## config.mk

```make
export PLATFORM = sky130hd
export DESIGN_NAME = display_arbiter
export DESIGN_NICKNAME = d
export VERILOG_FILES = /design/src/rtl/display_arbiter_pkg.sv /design/src/rtl/display_arbiter_lz.sv /design/src/rtl/display_arbiter.sv
export SDC_FILE = /design/constraint.sdc
export NUM_CORES = 1
export LEC_CHECK = 0
export ABC_AREA = 1
export ABC_CLOCK_PERIOD_IN_PS = 5400
export CAP_MARGIN = 5
export CORE_MARGIN = 2
export CORE_UTILIZATION = 40
export CTS_CLUSTER_SIZE = 16
export DETAILED_ROUTE_END_ITERATION = 16
export PLACE_DENSITY_LB_ADDON = 0.05
export SLEW_MARGIN = 20
export SYNTH_ARGS = -nofsm -noshare
export SYNTH_HDL_FRONTEND = slang
export SYNTH_SLANG_ARGS = --single-unit
```

## constraint.sdc

```tcl
create_clock -name clk -period 5.4 [get_ports clk]
set_input_delay 0.54 -clock clk [delete_from_list [all_inputs] [get_ports clk]]
set_output_delay 0.54 -clock clk [all_outputs]
set_load 0.1 [all_outputs]
```

## src/rtl/display_arbiter_pkg.sv

```systemverilog
// rtl/display_arbiter_pkg.sv - shared types and constants for the display arbiter
// Purpose: arbiter state encoding and the all-digits-off blank pattern.
// Ports: none (package).
package display_arbiter_pkg;

  typedef enum logic [1:0] {
    ST_IDLE = 2'd0,
    ST_OWN0 = 2'd1,
    ST_OWN1 = 2'd2
  } state_e;

  localparam logic [7:0] BLANK_ALL = 8'hFF;

endpackage

```

## src/rtl/display_arbiter_lz.sv

```systemverilog
// rtl/display_arbiter_lz.sv - leading-zero blank mask for an 8-digit hex value
// Purpose: combinational mask; bit k (1..7) set when nibbles k..7 are all zero.
// Ports:
//   value_i [31:0] in  - hex value, nibble k is digit k
//   mask_o  [7:0]  out - per-digit blank, 1 = digit off; bit 0 never set
module lz_blank_mask (
  input  logic [31:0] value_i,
  output logic [7:0]  mask_o
);

  always_comb begin
    mask_o = 8'h00;
    // Digit 0 always shows so a zero value still displays "0".
    for (int k = 1; k < 8; k++) begin
      mask_o[k] = ~|(value_i >> (4 * k));
    end
  end

endmodule

```

## src/rtl/display_arbiter.sv

```systemverilog
// rtl/display_arbiter.sv - two-requester arbiter driving a shared digit scanner
// Purpose: grants the scanner to one of two requesters with a minimum hold time,
//   registers the owner's value and blank mask, and divides clk into scan_clk.
// Ports:
//   clk            in  - system clock
//   rst_n          in  - asynchronous active-low reset
//   req     [1:0]  in  - per-requester display request
//   val0    [31:0] in  - requester-0 hex value
//   val1    [31:0] in  - requester-1 hex value
//   lz_en          in  - leading-zero blanking enable
//   gnt     [1:0]  out - one-hot-or-zero grant, decoded from state
//   scan_clk       out - registered divided clock, period 2*DIV
//   blank   [7:0]  out - per-digit blank, 1 = off
//   in      [31:0] out - value to the scanner
module display_arbiter
  import display_arbiter_pkg::*;
#(
  parameter int DIV  = 1000,
  parameter int HOLD = 50000
) (
  input  logic        clk,
  input  logic        rst_n,
  input  logic [1:0]  req,
  input  logic [31:0] val0,
  input  logic [31:0] val1,
  input  logic        lz_en,
  output logic [1:0]  gnt,
  output logic        scan_clk,
  output logic [7:0]  blank,
  output logic [31:0] in
);

  localparam int PW  = (DIV > 1) ? $clog2(DIV) : 1;
  localparam int HCW = $clog2(HOLD + 1);

  state_e           state_q, state_d;
  logic             lp_q, lp_d;
  logic [HCW-1:0]   hc_q, hc_d;
  logic [PW-1:0]    pre_q;
  logic             scan_q;
  logic [31:0]      in_q;
  logic [7:0]       blank_q;
  logic [31:0]      owner_val;
  logic [7:0]       lz_mask;

  // Prescaler: free-running, toggles scan_clk on each wrap.
  always_ff @(posedge clk or negedge rst_n) begin
    if (!rst_n) begin
      pre_q  <= '0;
      scan_q <= 1'b0;
    end else if (pre_q == PW'(DIV - 1)) begin
      pre_q  <= '0;
      scan_q <= ~scan_q;
    end else begin
      pre_q  <= pre_q + PW'(1);
    end
  end

  always_comb begin
    state_d = state_q;
    lp_d    = lp_q;
    hc_d    = (hc_q == HCW'(HOLD)) ? hc_q : hc_q + HCW'(1);
    unique case (state_q)
      ST_IDLE: begin
        unique case (req)
          2'b01:   state_d = ST_OWN0;
          2'b10:   state_d = ST_OWN1;
          2'b11:   state_d = lp_q ? ST_OWN0 : ST_OWN1;
          default: state_d = ST_IDLE;
        endcase
      end
      // Owner dropping its request wins over preemption at HOLD.
      ST_OWN0: begin
        if (!req[0])                          state_d = req[1] ? ST_OWN1 : ST_IDLE;
        else if (req[1] && hc_q == HCW'(HOLD)) state_d = ST_OWN1;
      end
      ST_OWN1: begin
        if (!req[1])                          state_d = req[0] ? ST_OWN0 : ST_IDLE;
        else if (req[0] && hc_q == HCW'(HOLD)) state_d = ST_OWN0;
      end
      default: state_d = ST_IDLE;
    endcase
    if (state_d != state_q) begin
      hc_d = '0;
      if (state_d == ST_OWN0) lp_d = 1'b0;
      if (state_d == ST_OWN1) lp_d = 1'b1;
    end
  end

  always_ff @(posedge clk or negedge rst_n) begin
    if (!rst_n) begin
      state_q <= ST_IDLE;
      lp_q    <= 1'b1;
      hc_q    <= '0;
    end else begin
      state_q <= state_d;
      lp_q    <= lp_d;
      hc_q    <= hc_d;
    end
  end

  assign owner_val = (state_q == ST_OWN1) ? val1 : val0;

  lz_blank_mask u_lz (
    .value_i (owner_val),
    .mask_o  (lz_mask)
  );

  // Output registers follow the current state, so they lag gnt by one cycle.
  always_ff @(posedge clk or negedge rst_n) begin
    if (!rst_n) begin
      in_q    <= 32'h0;
      blank_q <= BLANK_ALL;
    end else if (state_q == ST_IDLE) begin
      in_q    <= 32'h0;
      blank_q <= BLANK_ALL;
    end else begin
      in_q    <= owner_val;
      blank_q <= lz_en ? lz_mask : 8'h00;
    end
  end

  assign gnt      = {state_q == ST_OWN1, state_q == ST_OWN0};
  assign scan_clk = scan_q;
  assign blank    = blank_q;
  assign in       = in_q;

endmodule
```

==> flow_summary.json, run 1 <==
{
  "crit_path_cell_trace": "inv_4 -> nand2_4 -> inv_2 -> clkdlybuf4s50_1",
  "drive_above_1_share_pct": 9.13,
  "grt_remaining_overflow": 0,
  "wl_mm": 8.04,
  "multi_input_area_sq_mm": 0.00135,
  "ys_async_sr_fraction_pct": 100,
  "drv_cap": 0,
  "drt_iter0_drc": 101,
  "slew_violations": 0,
  "wl_met2_mm": 3.74,
  "synth_fp_nets": 469,
  "die_w_microns": 95.5,
  "fin_crit_ps": 3370,
  "wl_per_cell_microns": 13.0,
  "fill_cells": 731,
  "critPathSlowestCell": "clkdlybuf4s50_1",
  "cp.arrival_ps": 2830,
  "vias_per_cell": 4.73,
  "clock_latency_ps": 340,
  "grt_max_degree": 71,
  "dieArea_sq_mm": 0.00913,
  "worst-r2r-cell-count": 10,
  "cts_num_sinks": 70,
  "htree_levels": 3,
  "synth-edff-count": 0,
  "cp-end-kind": "primary output",
  "holdBufCountCts": 0,
  "fin_worst_skew_ps": 7.74,
  "fin_crit_sh_pct": 62.5,
  "num_antenna_cells": 0,
  "cts.clk_slew.worst_paths_ps": 80,
  "finalHoldViolations": 0,
  "drcViolationCount": 0,
  "synth_cell_types": 33,
  "setup_viol": 0,
  "grt_usage_pct": 18.8,
  "p_int_mw": 1.39,
  "nNetsFinal": 583,
  "rr_startpoint": "state_q[0]",
  "swShare_pct": 56.0,
  "routed-via-count": 2930,
  "post_cts_buffers": 0,
  "max_stage_delay_ps": 1220,
  "worst_slew_pin_slew_ps": 1040,
  "p_sw_mw": 1.76,
  "ir_worst_vdd_mv": 0.473,
  "syn_inst": 396,
  "postSynthAreaPerCell_sq_um": 8.46,
  "p_leak_nw": 2.13,
  "grt_pass1_wl_mm": 13.1,
  "setup_tns_ps": 0,
  "critical_path_class": "reg -> out",
  "firstDrtPassIters": 4,
  "regToRegSetupSlack_ps": 3170,
  "crit_buf_inv": 3,
  "outcome": "complete, no violations",
  "postRouteAntennaNets": 0,
  "max_freq_mhz": 296,
  "path_max_fanout": 36,
  "cts-root-buf": "clkbuf_8",
  "seqPwrFrac_pct": 24.3,
  "cp-start-kind": "flip-flop",
  "power_density_mw_per_mm2": 662,
  "clock_power_share_pct": 14.9,
  "rows": 33,
  "rsz0062_at_grt": "no",
  "antenna_found_initial": 0,
  "wl_met3_microns": 716,
  "synth-main-ff-cell": "dfrtp_1",
  "syn_to_final_growth_pct": 42.0,
  "rr_endpoint": "blank[1]",
  "pin_count": 112,
  "die_h_microns": 95.5,
  "yosysSeqAreaShare_pct": 52.6,
  "finalPower_mw": 3.15,
  "cp.required_ps": 4860,
  "yosysWarnings": 0,
  "coreArea_sq_mm": 0.00818,
  "synth_area_sq_mm": 0.00335,
  "holdCritPathClass": "in -> async",
  "cpLargestDelayFamily": "buffers and inverters",
  "gp_congestion": 0.809,
  "p_comb_share_pct": 60.8,
  "met1_length_mm": 3.43,
  "numCtsBuffers": 9,
  "synth_seq_cells": 70,
  "dp_hpwl_mm": 6.05,
  "initial_core_util_pct": 41.0,
  "relSlewSlack_pct": 30.3,
  "worst_hold_slack_ps": 384,
  "highest_layer": "met4",
  "cts_resized": 0,
  "tritoncts": "done",
  "grt_pass1_vias": 2860,
  "portBuffers": 111,
  "regArea_sq_mm": 0.00176,
  "cts_max_path_buffers": 2
}
layout make-up:
cell class	instances	share of cell area, %
flip-flops and latches	70	37.0
multi-input cells	270	28.3
repair buffers	113	23.5
inverters	46	3.68
clock buffers	9	2.60
well taps	105	2.76
clock inverters	7	2.05
cells in the mapped netlist, types with 4 or more instances:
library cell	count	area [sq um]
inv_1	44	165
nor2_1	75	282
dfrtp_1	61	1530
a21oi_1	11	55.1
o21ai_1	14	70.1
dfstp_2	9	236
mux2i_1	6	60.1
o21ai_2	5	43.8
nand2_1	70	263
or2_1	8	50.1
nor2_2	4	25.0
nor3_1	10	50.1
nand3_1	19	95.1
xnor2_1	4	35.0
ha_1	4	50.1
or2_2	4	25.0
nand4_1	6	37.5
o21ai_0	10	50.1
a22o_1	4	35.0
xor2_1	5	43.8
layer usage:
layer  up-vias  track usage (%)
li1       1478                -
met1      1350             22.9
met2        89             30.0
met3        13             7.19
met4         0             7.26
met5         -                0
flip-flops by register name, indices dropped and copies added (netlist names):
name,flops
hc_q,16
blank,8
in,32
scan_clk,1
lp_q,1
state_q,2
pre_q,10
worst max-delay path by stage:
| stage | start | end | slack, ps | cells past startpoint |
|---|---|---|---|---|
| 6_report | state_q[0] | gnt[1] | 2030 | 4 |
| 2_1_floorplan | state_q[0] | gnt[0] | 3110 | 3 |
| 3_5_place_dp | state_q[0] | gnt[1] | 2370 | 4 |
| 3_3_place_gp | state_q[0] | gnt[1] | 2410 | 4 |
| 4_1_cts | state_q[0] | gnt[1] | 1980 | 4 |
| 5_1_grt | state_q[0] | gnt[1] | 1900 | 4 |
power by group through the flow:
| stage | combinational (mW) | sequential, mW | clock (mW) |
|---|---|---|---|
| 6_report | 1.92 | 0.765 | 0.468 |
| 5_1_grt | 2.02 | 0.785 | 0.502 |
| 4_1_cts | 1.93 | 0.769 | 0.482 |
| 3_5_place_dp | 1.93 | 0.777 | 0 |
| 3_3_place_gp | 1.93 | 0.774 | 0 |
| 2_1_floorplan | 0.463 | 1.79 | 0 |
per-stage QoR:
stage / utilization (%) / setup WS, ps / instances / area [sq um]
6_report: 58.2 / 2030 / 620 / 4760
5_1_grt: 58.2 / 1900 / 620 / 4760
4_1_cts: 58.2 / 1980 / 620 / 4760
3_5_place_dp: 55.5 / 2370 / 604 / 4540
3_3_place_gp: 55.5 / 2410 / 604 / 4540
2_1_floorplan: - / 3110 / 396 / 3350
logic make-up after synthesis:
group | synth area share [%]
adders and majority gates | 1.49
and+or+nand+nor | 26.5
xor gates and xnor gates | 2.35
muxes | 1.79
AOI/OAI and AO/OA | 8.03
DFF | 52.6
buffers and inverters | 7.24
cells in the final DEF (no fill, tap or decap), drive strengths merged:
| master | Yosys | final |
|---|---|---|
| and3 | 1 | 1 |
| dfstp | 9 | 9 |
| xor2 | 5 | 5 |
| mux2i | 6 | 6 |
| or2 | 15 | 15 |
| o21a | 1 | 1 |
| buf | 7 | 3 |
| xnor2 | 4 | 4 |
| ha | 4 | 4 |
| a22o | 4 | 4 |
| clkinvlp | 0 | 2 |
| inv | 46 | 47 |
| nor3 | 10 | 10 |
| clkinv | 0 | 2 |
| nand3 | 19 | 19 |
| nor2 | 79 | 79 |
| a21oi | 11 | 11 |
| nand2 | 73 | 73 |
| o21ai | 29 | 29 |
| nand4 | 6 | 6 |
| nor4 | 2 | 2 |
| dfrtp | 61 | 61 |
| clkdlybuf4s50 | 0 | 110 |
| a211oi | 1 | 1 |
| bufinv | 0 | 2 |
| clkbuf | 3 | 9 |
Power figures use the tool's default switching activity.
==> run 2, diff against run 1 <==
Settings changed: ABC_CLOCK_PERIOD_IN_PS 5400 to 2900.
Clock period 5.4 ns to 2.9 ns, I/O delays scaled along.
==> run 2 against run 1 <==
Net effect: first-iteration DRC count fell by 3.0%; via count shrank 0.89%; flip-flop and latch count unchanged; core utilization shrank 1.2 points; sequential power grew 88%; register-to-register slack got worse by 2500 ps; sequential share of layout area is 0.76 points higher; total power grew 82%; clock power rose by 76%; largest cell class unchanged.
==> flow_summary.json, run 2 (synthesis gave the netlist of run 1 again) <==
{
  "fin_crit_sh_pct": 79.3,
  "routed-via-count": 2904,
  "post_cts_buffers": 0,
  "wl_mm": 8.17,
  "fill_cells": 736,
  "p_int_mw": 2.45,
  "cp-start-kind": "flip-flop",
  "worst_slew_pin_slew_ps": 446,
  "vias_per_cell": 4.66,
  "relSlewSlack_pct": 70.0,
  "finalHoldViolations": 0,
  "path_max_fanout": 36,
  "cts_num_sinks": 70,
  "drt_iter0_drc": 98,
  "rows": 33,
  "grt_remaining_overflow": 0,
  "die_w_microns": 95.5,
  "num_antenna_cells": 0,
  "critical_path_class": "reg -> out",
  "grt_usage_pct": 19.3,
  "syn_to_final_growth_pct": 39.2,
  "nNetsFinal": 586,
  "grt_pass1_vias": 2964,
  "cp-end-kind": "primary output",
  "postRouteAntennaNets": 0,
  "portBuffers": 111,
  "use_met1_pct": 23.7,
  "use_met3_pct": 6.25,
  "firstDrtPassIters": 4,
  "seqPwrFrac_pct": 25.2,
  "cp.arrival_ps": 2010,
  "htree_levels": 3,
  "grt_busiest_layer": "met2",
  "clock_latency_ps": 350,
  "drcViolationCount": 0,
  "final_cell_mix": "nor2_1, nand2_1, clkdlybuf4s50_1",
  "grt_pass1_wl_mm": 13.4,
  "cts-root-buf": "clkbuf_8",
  "drive_above_1_share_pct": 17.8,
  "largest_register_ffs": 32,
  "swShare_pct": 57.2,
  "drv_cap": 0,
  "grt_max_degree": 37,
  "pin_count": 112,
  "cp.required_ps": 2610,
  "finalPower_mw": 5.72,
  "p_leak_nw": 2.20,
  "fin_worst_skew_ps": 7.42,
  "holdCritPathClass": "in -> async",
  "setup_viol": 0,
  "antenna_found_initial": 0,
  "p_sw_mw": 3.28,
  "slew_violations": 0,
  "multi_input_area_sq_mm": 0.00135,
  "fin_crit_ps": 2300,
  "cts_resized": 0,
  "regArea_sq_mm": 0.00176,
  "outcome": "complete, no violations",
  "coreArea_sq_mm": 0.00818,
  "power_density_mw_per_mm2": 1230,
  "tritoncts": "done",
  "rsz0062_at_grt": "no",
  "wl_per_cell_microns": 13.1,
  "dp_hpwl_mm": 6.29,
  "p_comb_share_pct": 60.4,
  "gp_congestion": 0.823,
  "initial_core_util_pct": 41.0,
  "ir_worst_vdd_mv": 0.826,
  "die_h_microns": 95.5,
  "dieArea_sq_mm": 0.00913,
  "final_common_cell": "nor2_1",
  "max_freq_mhz": 435,
  "cts_max_path_buffers": 2,
  "setup_tns_ps": 0,
  "grt_util_met2_pct": 30.8,
  "clock_power_share_pct": 14.4,
  "cts.clk_slew.worst_paths_ps": 80,
  "numCtsBuffers": 9
}
[run 2: power groups by stage]
stage | Combinational [mW] | Sequential [mW] | Clock (mW)
after CTS | 3.50 | 1.45 | 0.844
after global routing | 3.64 | 1.47 | 0.894
final | 3.46 | 1.44 | 0.823
after global placement | 3.48 | 1.46 | 0
after floorplan | 0.863 | 3.33 | 0
after detailed placement | 3.50 | 1.45 | 0
[run 2: area by class of cell]
cell class | instances | area share [%]
Tap cell | 105 | 2.82
Inverter | 46 | 3.76
Clock inverter | 5 | 1.21
Sequential cell | 70 | 37.8
Timing Repair Buffer | 116 | 22.3
Multi-Input combinational cell | 270 | 28.9
Clock buffer | 11 | 3.25
[run 2: final timing paths]
| path | from | to | slack [ps] | cells past startpoint |
|---|---|---|---|---|
| worst max-delay path | state_q[0] | gnt[1] | 600 | 4 |
| worst min register to register | lp_q | lp_q | 470 | 2 |
| min in group clk | lp_q | lp_q | 470 | 2 |
| worst min-delay path | rst_n | hc_q[9] | 400 | 2 |
| worst max register to register | state_q[0] | blank[3] | 690 | 8 |
| max in group asynchronous | rst_n | blank[2] | 1730 | 3 |
[run 2: metrics by stage]
stage	setup WS [ps]	std cells	instance area (sq um)	hold WS (ps)	utilization, %
3_3_place_gp	831	606	4450	253	54.4
5_1_grt	466	623	4660	450	57.1
3_5_place_dp	693	606	4450	255	54.4
2_1_floorplan	860	396	3350	-5.59	-
6_report	600	623	4660	403	57.1
4_1_cts	566	623	4660	413	57.1
[run 2: timing repair]
| action | CTS | global route |
|---|---|---|
| setup endpoints to repair | 0 | 0 |
| endpoints found under the hold margin | 17 | 0 |
| hold buffers | 1 | 0 |
[run 2: worst max-delay path, stage by stage (launching register included)]
cell and delay, ps:
dfrtp_1 520, inv_4 140, nand2_4 210, inv_2 420, buf_4 370
[run 2: metal layers]
layer	wire, microns	up-vias
met5	0	-
met4	167	0
met3	627	14
met2	3780	93
met1	3590	1315
li1	-	1482
==> run 3, diff against run 2 <==
Settings changed: ABC_CLOCK_PERIOD_IN_PS 2900 to 1900.
Clock period 2.9 ns to 1.9 ns, I/O delays scaled along.
==> run 3 against run 2 <==
Net effect: critical path depth is 10 higher; clock-buffer cell count is 1 lower; critical endpoint is now lp_q; cell area is 5.0% higher; largest power group unchanged; total power is 61% higher; largest cell class unchanged; hold slack worse by 67 ps; flip-flop and latch count stayed put.
==> flow_summary.json, run 3 (synthesis gave the netlist of run 1 again) <==
{
  "p_int_mw": 4.09,
  "fill_cells": 748,
  "dp.cells": 612,
  "final_common_cell": "nor2_1",
  "gp_congestion": 0.775,
  "rows": 33,
  "final_cells": 637,
  "clock_latency_ps": 340,
  "drive_above_1_share_pct": 22.9,
  "routed-via-count": 3001,
  "swShare_pct": 55.4,
  "fin_worst_skew_ps": 5.42,
  "dp_hpwl_mm": 6.34,
  "relSlewSlack_pct": 71.2,
  "finalHoldViolations": 0,
  "worst_hold_slack_ps": 336,
  "cp.arrival_ps": 2060,
  "grt_remaining_overflow": 0,
  "setup_tns_ps": 0,
  "rsz0062_at_grt": "yes",
  "numCtsBuffers": 9,
  "die_h_microns": 95.5,
  "grt_usage_pct": 19.2,
  "firstDrtPassIters": 4,
  "cp-start-kind": "flip-flop",
  "p_sw_mw": 5.09,
  "tritoncts": "done",
  "p_comb_share_pct": 61.9,
  "clock_power_share_pct": 14.5,
  "final_cell_mix": "nor2_1, clkdlybuf4s50_1, nand2_1",
  "slew_violations": 0,
  "grt_pass1_wl_mm": 13.3,
  "htree_levels": 3,
  "max_freq_mhz": 560,
  "critical_path_class": "reg -> reg",
  "path_max_fanout": 3,
  "seqPwrFrac_pct": 23.6,
  "nNetsFinal": 600,
  "cts_num_sinks": 70,
  "grt_pass1_vias": 2915,
  "drcViolationCount": 0,
  "vias_per_cell": 4.71,
  "cp.required_ps": 2170,
  "wl_mm": 8.29,
  "worst_slew_pin_slew_ps": 428,
  "initial_core_util_pct": 41.0,
  "cp-end-kind": "flip-flop",
  "largest_register_ffs": 32,
  "drt_iter0_drc": 82,
  "grt_max_degree": 56,
  "antenna_found_initial": 0,
  "num_antenna_cells": 0,
  "p_leak_nw": 2.30,
  "postRouteAntennaNets": 0,
  "cts_max_path_buffers": 2,
  "wl_per_cell_microns": 13.0,
  "cts-root-buf": "clkbuf_8",
  "holdCritPathClass": "in -> async",
  "pin_count": 112,
  "finalPower_mw": 9.19,
  "ir_worst_vdd_mv": 1.29,
  "outcome": "complete, no violations",
  "fin_crit_sh_pct": 94.0,
  "portBuffers": 111,
  "power_density_mw_per_mm2": 1880,
  "syn_to_final_growth_pct": 46.1,
  "cts.clk_slew.worst_paths_ps": 80,
  "setup_viol": 0,
  "coreArea_sq_mm": 0.00818,
  "fin_crit_ps": 1790,
  "die_w_microns": 95.5,
  "drv_cap": 0,
  "dieArea_sq_mm": 0.00913
}
run 3: area by class of cell:
class / count / area, sq um / share of cell area (%)
Multi-Input combinational cell: 270 / 1420 / 29.0
Clock buffer: 10 / 138 / 2.81
Clock inverter: 6 / 83.8 / 1.71
Tap cell: 105 / 131 / 2.68
Inverter: 46 / 178 / 3.63
Sequential cell: 70 / 1760 / 36.0
Timing Repair Buffer: 130 / 1180 / 24.2
run 3: routing by layer:
layer  up-vias  wire length (microns)  GRT usage, %
met3        12                    817          8.14
met5         -                      0             0
met1      1381                   3430          22.4
li1       1516                      -             -
met2        92                   3900          30.6
met4         0                    138          8.93
run 3: critical path: stages (launching register included):
cell and delay (ps):
dfrtp_1 400, inv_1 110, ha_4 140, nand3_2 80
nor2_2 80, nand3_1 100, nand2_2 120, nand2_2 70
o21ai_2 50, nand2_1 80, ha_1 280, inv_2 60
nand2_1 50, nand2_1 50, nand2_1 40
run 3: stage by stage:
step	worst slack, ps	cell area (sq um)	utilization [%]
6_report	113	4900	59.9
5_1_grt	-38.5	4900	59.9
3_5_place_dp	35.4	4530	55.4
4_1_cts	38.3	4760	58.3
3_3_place_gp	105	4530	55.4
2_1_floorplan	165	3350	-
run 3: worst paths after layout:
path,end,slack [ps],depth (start not counted),from
min,in[27],340,2,rst_n
max in group asynchronous,lp_q,910,3,rst_n
min reg2reg,scan_clk,470,1,scan_clk
max,lp_q,110,14,hc_q[1]
min in group clk,in[29],420,3,val1[29]
max reg2reg,lp_q,110,14,hc_q[1]
run 3: power by group through the flow:
stage               sequential [mW]  clock, mW  combinational, mW
floorplan                      5.09          0               1.32
global placement               2.18          0               5.52
detailed placement             2.18          0               5.54
CTS                            2.16       1.39               5.54
global route                   2.21       1.46               5.98
finish                         2.17       1.34               5.68
run 3: timing repair:
item / CTS / global route
endpoints found under the setup margin: 0 / 21
hold buffers: 1 / 0
buffers inserted: 0 / 8
hold endpoints to repair: 15 / 0
resized for setup: 0 / 22
